## src/rtl/operand_gen_multi.sv

```systemverilog
// rtl/operand_gen_multi.sv - multi-slot operand resolution against a register status table
// Resolves each source to a value or ROB tag and registers the group into a valid/ready stage.
module operand_gen_multi #(
    parameter int ISSUE_WIDTH = 2,
    parameter int TAG_WIDTH   = 4,
    parameter int DATA_WIDTH  = 32
) (
    input  logic                                clk,
    input  logic                                rst,
    input  logic                                in_valid,
    output logic                                in_ready,
    input  logic [ISSUE_WIDTH-1:0]              slot_valid,
    input  logic [ISSUE_WIDTH-1:0]              src_en_1,
    input  logic [ISSUE_WIDTH-1:0]              src_en_2,
    input  logic [5*ISSUE_WIDTH-1:0]            src_addr_1,
    input  logic [5*ISSUE_WIDTH-1:0]            src_addr_2,
    input  logic [ISSUE_WIDTH-1:0]              dst_en,
    input  logic [5*ISSUE_WIDTH-1:0]            dst_addr,
    input  logic [TAG_WIDTH*ISSUE_WIDTH-1:0]    dst_tag,
    output logic [2*ISSUE_WIDTH-1:0]            reg_read_en,
    output logic [10*ISSUE_WIDTH-1:0]           reg_read_addr,
    input  logic [2*DATA_WIDTH*ISSUE_WIDTH-1:0] reg_read_data,
    input  logic                                commit_en,
    input  logic [4:0]                          commit_addr,
    input  logic [TAG_WIDTH-1:0]                commit_tag,
    input  logic [DATA_WIDTH-1:0]               commit_data,
    input  logic                                flush,
    output logic                                out_valid,
    input  logic                                out_ready,
    output logic [ISSUE_WIDTH-1:0]              out_slot_valid,
    output logic [2*ISSUE_WIDTH-1:0]            operand_is_ref,
    output logic [2*DATA_WIDTH*ISSUE_WIDTH-1:0] operand_data
);

    logic [31:0]                        pend_q;
    logic [32*TAG_WIDTH-1:0]            tag_q;
    logic                               accept;
    logic                               take;
    logic [2*ISSUE_WIDTH-1:0]           is_ref_d;
    logic [2*DATA_WIDTH*ISSUE_WIDTH-1:0] data_d;

    assign in_ready = !out_valid || out_ready;
    assign accept   = in_valid && in_ready;
    assign take     = accept && !flush;

    for (genvar k = 0; k < ISSUE_WIDTH; k++) begin : g_slot
        for (genvar s = 0; s < 2; s++) begin : g_src
            localparam int P = 2 * k + s;
            logic                  en;
            logic [4:0]            r;
            logic                  fwd_hit;
            logic [TAG_WIDTH-1:0]  fwd_tag;
            logic                  pend;
            logic [TAG_WIDTH-1:0]  tbl_tag;
            logic                  is_ref;
            logic [DATA_WIDTH-1:0] data;

            assign en      = (s == 0) ? src_en_1[k] : src_en_2[k];
            assign r       = (s == 0) ? src_addr_1[k*5 +: 5] : src_addr_2[k*5 +: 5];
            assign pend    = pend_q[r];
            assign tbl_tag = tag_q[r*TAG_WIDTH +: TAG_WIDTH];

            assign reg_read_en[P]          = in_valid & en;
            assign reg_read_addr[P*5 +: 5] = in_valid ? r : 5'd0;

            // Ascending scan: the last match is the highest older slot, i.e. the youngest writer.
            always_comb begin
                fwd_hit = 1'b0;
                fwd_tag = '0;
                for (int j = 0; j < k; j++) begin
                    if (slot_valid[j] && dst_en[j] && dst_addr[j*5 +: 5] == r) begin
                        fwd_hit = 1'b1;
                        fwd_tag = dst_tag[j*TAG_WIDTH +: TAG_WIDTH];
                    end
                end
            end

            always_comb begin
                is_ref = 1'b0;
                data   = '0;
                if (en && r != 5'd0) begin
                    if (fwd_hit) begin
                        is_ref = 1'b1;
                        data   = DATA_WIDTH'(fwd_tag);
                    end else if (pend && commit_en && commit_tag == tbl_tag) begin
                        data = commit_data;
                    end else if (pend) begin
                        is_ref = 1'b1;
                        data   = DATA_WIDTH'(tbl_tag);
                    end else begin
                        data = reg_read_data[P*DATA_WIDTH +: DATA_WIDTH];
                    end
                end
            end

            assign is_ref_d[P]                       = is_ref;
            assign data_d[P*DATA_WIDTH +: DATA_WIDTH] = data;
        end
    end

    // Dispatch writes follow the commit clear so a same-cycle rename of the register wins.
    always_ff @(posedge clk or negedge rst) begin
        if (!rst) begin
            pend_q <= '0;
            tag_q  <= '0;
        end else if (flush) begin
            pend_q <= '0;
        end else begin
            if (commit_en && pend_q[commit_addr] &&
                tag_q[commit_addr*TAG_WIDTH +: TAG_WIDTH] == commit_tag) begin
                pend_q[commit_addr] <= 1'b0;
            end
            if (accept) begin
                for (int k = 0; k < ISSUE_WIDTH; k++) begin
                    if (slot_valid[k] && dst_en[k] && dst_addr[k*5 +: 5] != 5'd0) begin
                        pend_q[dst_addr[k*5 +: 5]] <= 1'b1;
                        tag_q[dst_addr[k*5 +: 5]*TAG_WIDTH +: TAG_WIDTH] <=
                            dst_tag[k*TAG_WIDTH +: TAG_WIDTH];
                    end
                end
            end
        end
    end

    always_ff @(posedge clk or negedge rst) begin
        if (!rst) begin
            out_valid      <= 1'b0;
            out_slot_valid <= '0;
            operand_is_ref <= '0;
            operand_data   <= '0;
        end else begin
            if (take) begin
                out_valid <= 1'b1;
            end else if (out_ready || flush) begin
                out_valid <= 1'b0;
            end
            if (take) begin
                out_slot_valid <= slot_valid;
                operand_is_ref <= is_ref_d;
                operand_data   <= data_d;
            end
        end
    end

endmodule

```

## config.mk

```make
export PLATFORM = sky130hd
export DESIGN_NAME = operand_gen_multi
export DESIGN_NICKNAME = d
export VERILOG_FILES = /design/src/rtl/operand_gen_multi.sv
export SDC_FILE = /design/constraint.sdc
export NUM_CORES = 1
export LEC_CHECK = 0
export ABC_CLOCK_PERIOD_IN_PS = 3300
export CORE_ASPECT_RATIO = 2
export CORE_MARGIN = 1.5
export CORE_UTILIZATION = 45
export CTS_BUF_LIST = sky130_fd_sc_hd__clkbuf_16
export DETAILED_ROUTE_END_ITERATION = 7
export PLACE_DENSITY = 0.7
export SLEW_MARGIN = 30
export SYNTH_ARGS = -nofsm -noshare
export SYNTH_HDL_FRONTEND = slang
export SYNTH_SLANG_ARGS = --single-unit
```

## constraint.sdc

```tcl
create_clock -name clk -period 3.3 [get_ports clk]
set_clock_uncertainty 0.1 [all_clocks]
set_input_delay 0.66 -clock clk [delete_from_list [all_inputs] [get_ports clk]]
set_output_delay 0.66 -clock clk [all_outputs]
set_load 0.03 [all_outputs]
```

==> results.sh, run 1 <==
export IMPL_post_synth_instance_area_um2=22300
export IMPL_synth_area_leaders="dfrtp_1 (33%), mux4_2 (16%), mux2i_1 (6.2%)"
export IMPL_yosysMostFrequentCell="dfrtp_1"
export IMPL_avgSynthCellArea_um2=9.80
export IMPL_dp_hpwl_um=115000
export IMPL_cts_htree_levels=1
export IMPL_place_area_um2=31800
export IMPL_status="aborted with a tool error"
export IMPL_netlist_instances=2277
export IMPL_root_buffer="clkbuf_16"
export IMPL_syn_nets=2508
export IMPL_pre_cts_ws_ns=-0.700
export IMPL_cts_buffer_depth=3
export IMPL_die_w_um=160
export IMPL_rows=115
export IMPL_ys_seq_area_frac=0.331
export IMPL_grt_total_usage=0.630
export IMPL_synth_seq_cells=295
export IMPL_grt_pass1_vias=29800
export IMPL_cts_sinks=295
export IMPL_yosys_warnings=0
export IMPL_grt_pass1_wl_um=230000
export IMPL_cts_buffers=29
export IMPL_synth_top_cell_by_area="dfrtp_1"
export IMPL_failed_stage="5_1_grt"
export IMPL_grt_overflow=4
export IMPL_ioPinCount=381
export IMPL_place_gp_congestion=1.21
export IMPL_synth_top_area_frac=0.331
export IMPL_fp_dieH_um=318
export IMPL_start_util=0.455
export IMPL_netlist_top_cells_count="dfrtp_1 (295), nand2_1 (198), nor2_1 (172)"
export IMPL_grt_max_degree=123
export IMPL_ys_flop_type="dfrtp_1"
export IMPL_firstError="[ERROR GRT-0116] Global routing finished with congestion. Check the congestion regions in the DRC Viewer."
export IMPL_io_buffer_count=380
export IMPL_postSynth_asyncResetShare=1.00
export IMPL_synth_edff_count=0
export IMPL_ys_types=67
## stage by stage
stage,std cells,util
detailed placement,3745,0.648
CTS,3798,0.670
floorplan,2277,-
global placement,3745,0.648
## cell families after synthesis
family / synth area share
AO/OA/AOI/OAI: 0.211
XOR/XNOR: 0.0141
adder cells (fa/ha/maj): 0.00561
buffers and inverters: 0.0593
flip-flops: 0.331
multiplexers: 0.240
AND/OR/NAND/NOR: 0.139
## routing by layer
layer  GRT overflow  GRT usage
met1              0      0.593
met2              0      0.895
met3              0      0.371
met4              4      0.687
met5              0     0.0338
## repair_timing
| action | in CTS |
|---|---|
| resized for setup | 28 |
| pin swaps | 6 |
| buffers inserted | 2 |
| endpoints found under the setup margin | 126 |
| endpoints found under the hold margin | 4 |
| hold buffers | 1 |
==> run 2, diff against run 1 <==
--- a/config.mk
+++ b/config.mk
@@ -6,12 +6,10 @@
 export NUM_CORES = 1
 export LEC_CHECK = 0
 export ABC_CLOCK_PERIOD_IN_PS = 3300
-export CORE_ASPECT_RATIO = 2
 export CORE_MARGIN = 1.5
-export CORE_UTILIZATION = 45
-export CTS_BUF_LIST = sky130_fd_sc_hd__clkbuf_16
+export CORE_UTILIZATION = 30
 export DETAILED_ROUTE_END_ITERATION = 7
-export PLACE_DENSITY = 0.7
+export PLACE_DENSITY_LB_ADDON = 0.15
 export SLEW_MARGIN = 30
 export SYNTH_ARGS = -nofsm -noshare
 export SYNTH_HDL_FRONTEND = slang
==> run 2 against run 1 <==
The flow now finishes, with violations (DRC, setup timing). Synthesized area did not move. Synthesized cell count unchanged.
==> results.sh, run 2 <==
export IMPL_ys_seq_area_frac=0.331
export IMPL_period_minus_slack_ns=3.41
export IMPL_root_buffer="clkbuf_16"
export IMPL_crit_fanout=7
export IMPL_layout_common_cells="buf_4 (554), clkdlybuf4s50_1 (343), dfrtp_1 (280)"
export IMPL_min_delay_worst_endpoint="out_slot_valid[1]"
export IMPL_max_stage_delay_ns=0.55
export IMPL_rows=99
export IMPL_cts_buffers=40
export IMPL_drv_slew=0
export IMPL_rr_startpoint="tag_q[77]"
export IMPL_synth_top_cell_by_area="dfrtp_1"
export IMPL_hp_class="reg2reg"
export IMPL_crit_type="reg2reg"
export IMPL_die_w_um=276
export IMPL_start_kind="flop"
export IMPL_cp_slowest_cell="or4_4"
export IMPL_crit_top_cell="mux4_2"
export IMPL_n_fill_cell=7012
export IMPL_final_area_um2=33700
export IMPL_status="complete, but fails checks"
export IMPL_place_gp_congestion=1.07
export IMPL_grt_pass1_vias=24400
export IMPL_drive_above_1_share=0.314
export IMPL_finalHoldViolCount=0
export IMPL_hold_ws_ns=0.380
export IMPL_yosys_warnings=0
export IMPL_yosysMostFrequentCell="dfrtp_1"
export IMPL_p_per_area_nw_per_um2=436
export IMPL_violations="DRC, setup timing"
export IMPL_arrival_ns=3.83
export IMPL_synth_top_area_frac=0.331
export IMPL_post_synth_instance_area_um2=22300
export IMPL_fp_coreArea_um2=73300
export IMPL_postLayoutCoreUtil=0.459
export IMPL_r2r_slack_ns=-0.11
export IMPL_drtPass1Iterations=8
export IMPL_vdd_ir_drop_max_v=0.000338
export IMPL_cp_end_kind="flop"
export IMPL_avgSynthCellArea_um2=9.80
export IMPL_fp_dieH_um=276
export IMPL_drv_cap=0
export IMPL_rr_endpoint="operand_data[9]"
export IMPL_die_area_um2=76000
export IMPL_crit_path_cell_trace="mux4_2 -> mux4_2 -> mux2i_4 -> xor2_1 -> nand4_1 -> or4_4 -> nor2_8 -> buf_12 -> buf_16 -> a222oi_1 -> inv_1"
export IMPL_start_util=0.304
export IMPL_finalSetupViolCount=54
export IMPL_routed_wl_um=134000
export IMPL_num_vias=24900
export IMPL_ys_types=67
export IMPL_layout_commonest_cell="buf_4"
export IMPL_viasPerCell=6.06
export IMPL_wl_per_cell_um=32.6
export IMPL_drtIter0Drc=2881
export IMPL_cts_clk_slew_worst_paths_ns=0.06
export IMPL_reg2reg_depth=11
export IMPL_grt_max_degree=74
export IMPL_cts_tree="done"
export IMPL_dp_hpwl_um=106000
export IMPL_top_regs="operand_data: 128 flops, tag_q: 128 flops, pend_q: 32 flops"
export IMPL_rsz0062_at_grt="yes"
export IMPL_netlist_instances=2277
export IMPL_cts_htree_levels=2
export IMPL_period_share=1.03
export IMPL_postSynth_asyncResetShare=1.00
export IMPL_worst_slew_pin_transition_ns=0.669
export IMPL_hold_depth=2
export IMPL_area_growth_pct=51.0
export IMPL_ioPinCount=381
export IMPL_min_from="out_slot_valid[1]"
export IMPL_max_slew_margin=0.554
export IMPL_grt_overflow=0
export IMPL_synth_edff_count=0
export IMPL_cts_buffer_depth=3
export IMPL_fin_nets=3348
export IMPL_required_ns=3.72
export IMPL_cts_sinks=295
export IMPL_syn_nets=2508
export IMPL_leakagePower_uw=0.0150
export IMPL_ys_flop_type="dfrtp_1"
export IMPL_synth_area_leaders="dfrtp_1 (33%), mux4_2 (16%), mux2i_1 (6.2%)"
export IMPL_grt_pass1_wl_um=185000
export IMPL_netlist_top_cells_count="dfrtp_1 (295), nand2_1 (198), nor2_1 (172)"
export IMPL_place_area_um2=31600
export IMPL_grt_total_usage=0.341
export IMPL_fin_ws_ns=-0.109
export IMPL_ant_nets=0
export IMPL_synth_seq_cells=295
export IMPL_fmax_mhz=293
export IMPL_io_buffer_count=380
export IMPL_antenna_found_initial=7
export IMPL_clk_latency_ns=0.59
export IMPL_drcViolationCount=3
## run 2: per-layer routing
metal / wire (um) / global-route usage
met5: 25 / 0
met4: 7640 / 0.166
met3: 12900 / 0.0888
met2: 59400 / 0.525
met1: 53800 / 0.443
## run 2: cell type report
type	instances	area (um^2)	share of cell area
tap	959	1200	0.0356
clock inverter	14	190	0.00564
multi-input combinational	1676	14000	0.416
timing repair buffer	992	9240	0.274
antenna	4	10.0	0.000297
sequential	295	7400	0.220
clock buffer	58	1210	0.0359
inverter	112	422	0.0125
## run 2: worst max path at each step
stage | from | to | slack (ns) | cells past startpoint
2_1_floorplan | src_addr_1[0] | operand_data[22] | -0.16 | 13
3_3_place_gp | src_addr_1[1] | operand_data[26] | -0.75 | 13
3_5_place_dp | src_addr_1[1] | operand_data[26] | -0.76 | 13
4_1_cts | tag_q[77] | operand_data[8] | -0.15 | 13
5_1_grt | tag_q[77] | operand_data[14] | -0.18 | 11
6_report | tag_q[77] | operand_data[9] | -0.11 | 11
## run 2: critical path, delay by kind of cell, from the launching register on
kind	cells	cell delay (ns)
multiplexers	3	1.33
AND/OR/NAND/NOR	3	0.85
flip-flops	1	0.45
buffers and inverters	3	0.33
XOR/XNOR	1	0.17
AO/OA/AOI/OAI	1	0.10
## run 2: kinds of logic (layout without fill, tap and decap cells)
family,after synthesis,in the layout,synth area share
other,0,4,0
XOR/XNOR,36,36,0.0141
buffers and inverters,306,1176,0.0593
multiplexers,322,322,0.240
AND/OR/NAND/NOR,647,647,0.139
AO/OA/AOI/OAI,661,661,0.211
flip-flops,295,295,0.331
adder cells (fa/ha/maj),10,10,0.00561
## run 2: through the flow
| step | worst slack, ns | std cells | power [uW] | setup TNS [ns] |
|---|---|---|---|---|
| final | -0.109 | 4110 | 14700 | -4.09 |
| after global routing | -0.182 | 4108 | 15200 | -7.61 |
| after CTS | -0.146 | 4094 | 14600 | -2.24 |
| after detailed placement | -0.763 | 4006 | 9800 | -132.64 |
| after global placement | -0.749 | 4006 | 9780 | -125.80 |
| after floorplan | -0.164 | 2277 | 6790 | -4.77 |
## run 2: where the power goes
part	switching [uW]	total (uW)	internal, uW
Clock	1880	4740	2860
Sequential	615	4670	4050
Combinational	2890	5290	2400
Total	5380	14700	9320
## run 2: timing repair
item,in CTS,in global routing
gates cloned,4,7
endpoints found under the hold margin,1,0
setup buffers,13,9
gates resized for setup,40,48
hold buffers,1,0
endpoints found under the setup margin,131,139
pin swaps,13,55
Note: power is estimated with default switching activity, not from simulation.
==> run 3, diff against run 2 <==
--- a/config.mk
+++ b/config.mk
@@ -6,9 +6,12 @@
 export NUM_CORES = 1
 export LEC_CHECK = 0
 export ABC_CLOCK_PERIOD_IN_PS = 3300
+export CAP_MARGIN = 5
 export CORE_MARGIN = 1.5
 export CORE_UTILIZATION = 30
 export DETAILED_ROUTE_END_ITERATION = 7
+export DONT_BUFFER_PORTS = 1
+export MAX_ROUTING_LAYER = met4
 export PLACE_DENSITY_LB_ADDON = 0.15
 export SLEW_MARGIN = 30
 export SYNTH_ARGS = -nofsm -noshare
==> run 3 against run 2 <==
The flow finishes with violations (DRC, hold timing, slew limit, setup timing). Worst setup slack better by 0.084 ns. First-iteration DRC count increased by 0.62%. Combinational power shrank 40%. Via count is 11% lower. Hold slack worse by 0.71 ns. Critical path type unchanged. Critical endpoint is now pend_q[4]. Largest cell class unchanged. Largest power group is now sequential cells.
==> results.sh, run 3 (synthesis results as in run 2) <==
export IMPL_cts_clk_slew_worst_paths_ns=0.07
export IMPL_fp_dieH_um=276
export IMPL_crit_type="reg2reg"
export IMPL_grt_overflow=0
export IMPL_area_growth_pct=19.9
export IMPL_viasPerCell=6.52
export IMPL_fin_ws_ns=-0.0247
export IMPL_ant_nets=0
export IMPL_crit_fanout=8
export IMPL_fmax_mhz=301
export IMPL_r2r_slack_ns=-0.02
export IMPL_fin_nets=2634
export IMPL_drv_cap=0
export IMPL_reg2reg_depth=9
export IMPL_layout_common_cells="dfrtp_1 (290), buf_4 (250), nand2_1 (198)"
export IMPL_cts_buffers=39
export IMPL_wl_per_cell_um=34.6
export IMPL_ioPinCount=381
export IMPL_cts_sinks=295
export IMPL_num_vias=22200
export IMPL_dp_hpwl_um=87600
export IMPL_rr_startpoint="tag_q[59]"
export IMPL_leakagePower_uw=0.0116
export IMPL_grt_pass1_wl_um=162000
export IMPL_die_area_um2=76000
export IMPL_grt_total_usage=0.306
export IMPL_status="complete, but fails checks"
export IMPL_required_ns=3.65
export IMPL_final_area_um2=26800
export IMPL_finalSetupViolCount=10
export IMPL_drv_slew=88
export IMPL_routed_wl_um=117000
export IMPL_hold_ws_ns=-0.332
export IMPL_die_w_um=276
export IMPL_period_minus_slack_ns=3.32
export IMPL_p_per_area_nw_per_um2=473
export IMPL_finalHoldViolCount=203
export IMPL_rsz0062_at_grt="yes"
export IMPL_grt_max_degree=296
export IMPL_worst_slew_pin_transition_ns=1.68
export IMPL_cts_tree="done"
export IMPL_arrival_ns=3.67
export IMPL_period_share=1.01
export IMPL_antenna_found_initial=9
export IMPL_fp_coreArea_um2=73300
export IMPL_place_gp_congestion=1.00
export IMPL_place_area_um2=25000
export IMPL_n_fill_cell=7286
export IMPL_rr_endpoint="pend_q[4]"
export IMPL_drcViolationCount=16
export IMPL_top_regs="operand_data: 128 flops, tag_q: 128 flops, pend_q: 32 flops"
export IMPL_clk_latency_ns=0.61
export IMPL_rows=99
export IMPL_drive_above_1_share=0.246
export IMPL_violations="DRC, hold timing, slew limit, setup timing"
export IMPL_drtPass1Iterations=8
export IMPL_vdd_ir_drop_max_v=0.000287
export IMPL_root_buffer="clkbuf_16"
export IMPL_start_util=0.304
export IMPL_max_slew_margin=-0.117
export IMPL_cp_end_kind="flop"
export IMPL_layout_commonest_cell="dfrtp_1"
export IMPL_io_buffer_count=0
export IMPL_cts_htree_levels=2
export IMPL_grt_pass1_vias=21200
export IMPL_hp_class="in2async"
export IMPL_fin_setup_tns_ns=-0.120
export IMPL_cts_buffer_depth=3
export IMPL_postLayoutCoreUtil=0.365
export IMPL_drtIter0Drc=2899
export IMPL_start_kind="flop"
run 3: critical path, stage by stage (launching register included):
cell       delay (ns)
dfrtp_2          0.50
mux4_2           0.52
mux4_2           0.52
mux2i_1          0.21
buf_4            0.16
xnor2_2          0.07
or4_4            0.50
clkbuf_16        0.23
nor4_4           0.25
o32ai_1          0.10
run 3: layer usage:
metal	track usage	share of wire	up-vias
met5	-	0	-
met4	0.125	0.045	0
met3	0.0744	0.11	211
met2	0.460	0.45	1434
met1	0.394	0.40	11400
li1	-	-	9081
run 3: what timing repair did:
item | in CTS | in global routing
pin swaps | 11 | 15
resized for setup | 23 | 30
endpoints found under the hold margin | 295 | 295
setup buffers | 12 | 5
gates cloned | 0 | 2
setup endpoints to repair | 66 | 78
run 3: layout make-up:
cell class,count,area (um^2),share of cell area
diodes,6,15.0,0.000561
clock buffers,54,1090,0.0408
clock inverters,17,238,0.00888
inverters,112,422,0.0158
multi-input cells,1676,14000,0.524
flip-flops and latches,295,7390,0.276
well taps,959,1200,0.0448
repair buffers,279,2370,0.0886
run 3: through the flow:
step / hold slack (ns) / worst slack [ns] / std cells / power (uW)
3_3_place_gp: 0.278 / -0.252 / 3303 / 8040
5_1_grt: -0.349 / -0.0645 / 3397 / 13100
2_1_floorplan: 0.264 / -0.164 / 2277 / 6790
4_1_cts: -0.368 / -0.0194 / 3385 / 12600
6_report: -0.332 / -0.0247 / 3398 / 12700
3_5_place_dp: 0.276 / -0.311 / 3303 / 8060
run 3: power by group:
part	internal (uW)	switching [uW]	leakage, uW
sequential	4040	971	0.00388
combinational	1510	1690	0.00712
clock	2590	1870	0.000634
run 3: worst max-delay path by stage:
stage,startpoint,endpoint,slack [ns]
final,tag_q[59],pend_q[4],-0.02
after global routing,tag_q[77],operand_data[33],-0.06
after CTS,tag_q[81],operand_data[33],-0.02
after detailed placement,src_addr_2[0],operand_data[35],-0.31
after global placement,src_addr_2[0],operand_data[35],-0.25
after floorplan,src_addr_1[0],operand_data[22],-0.16
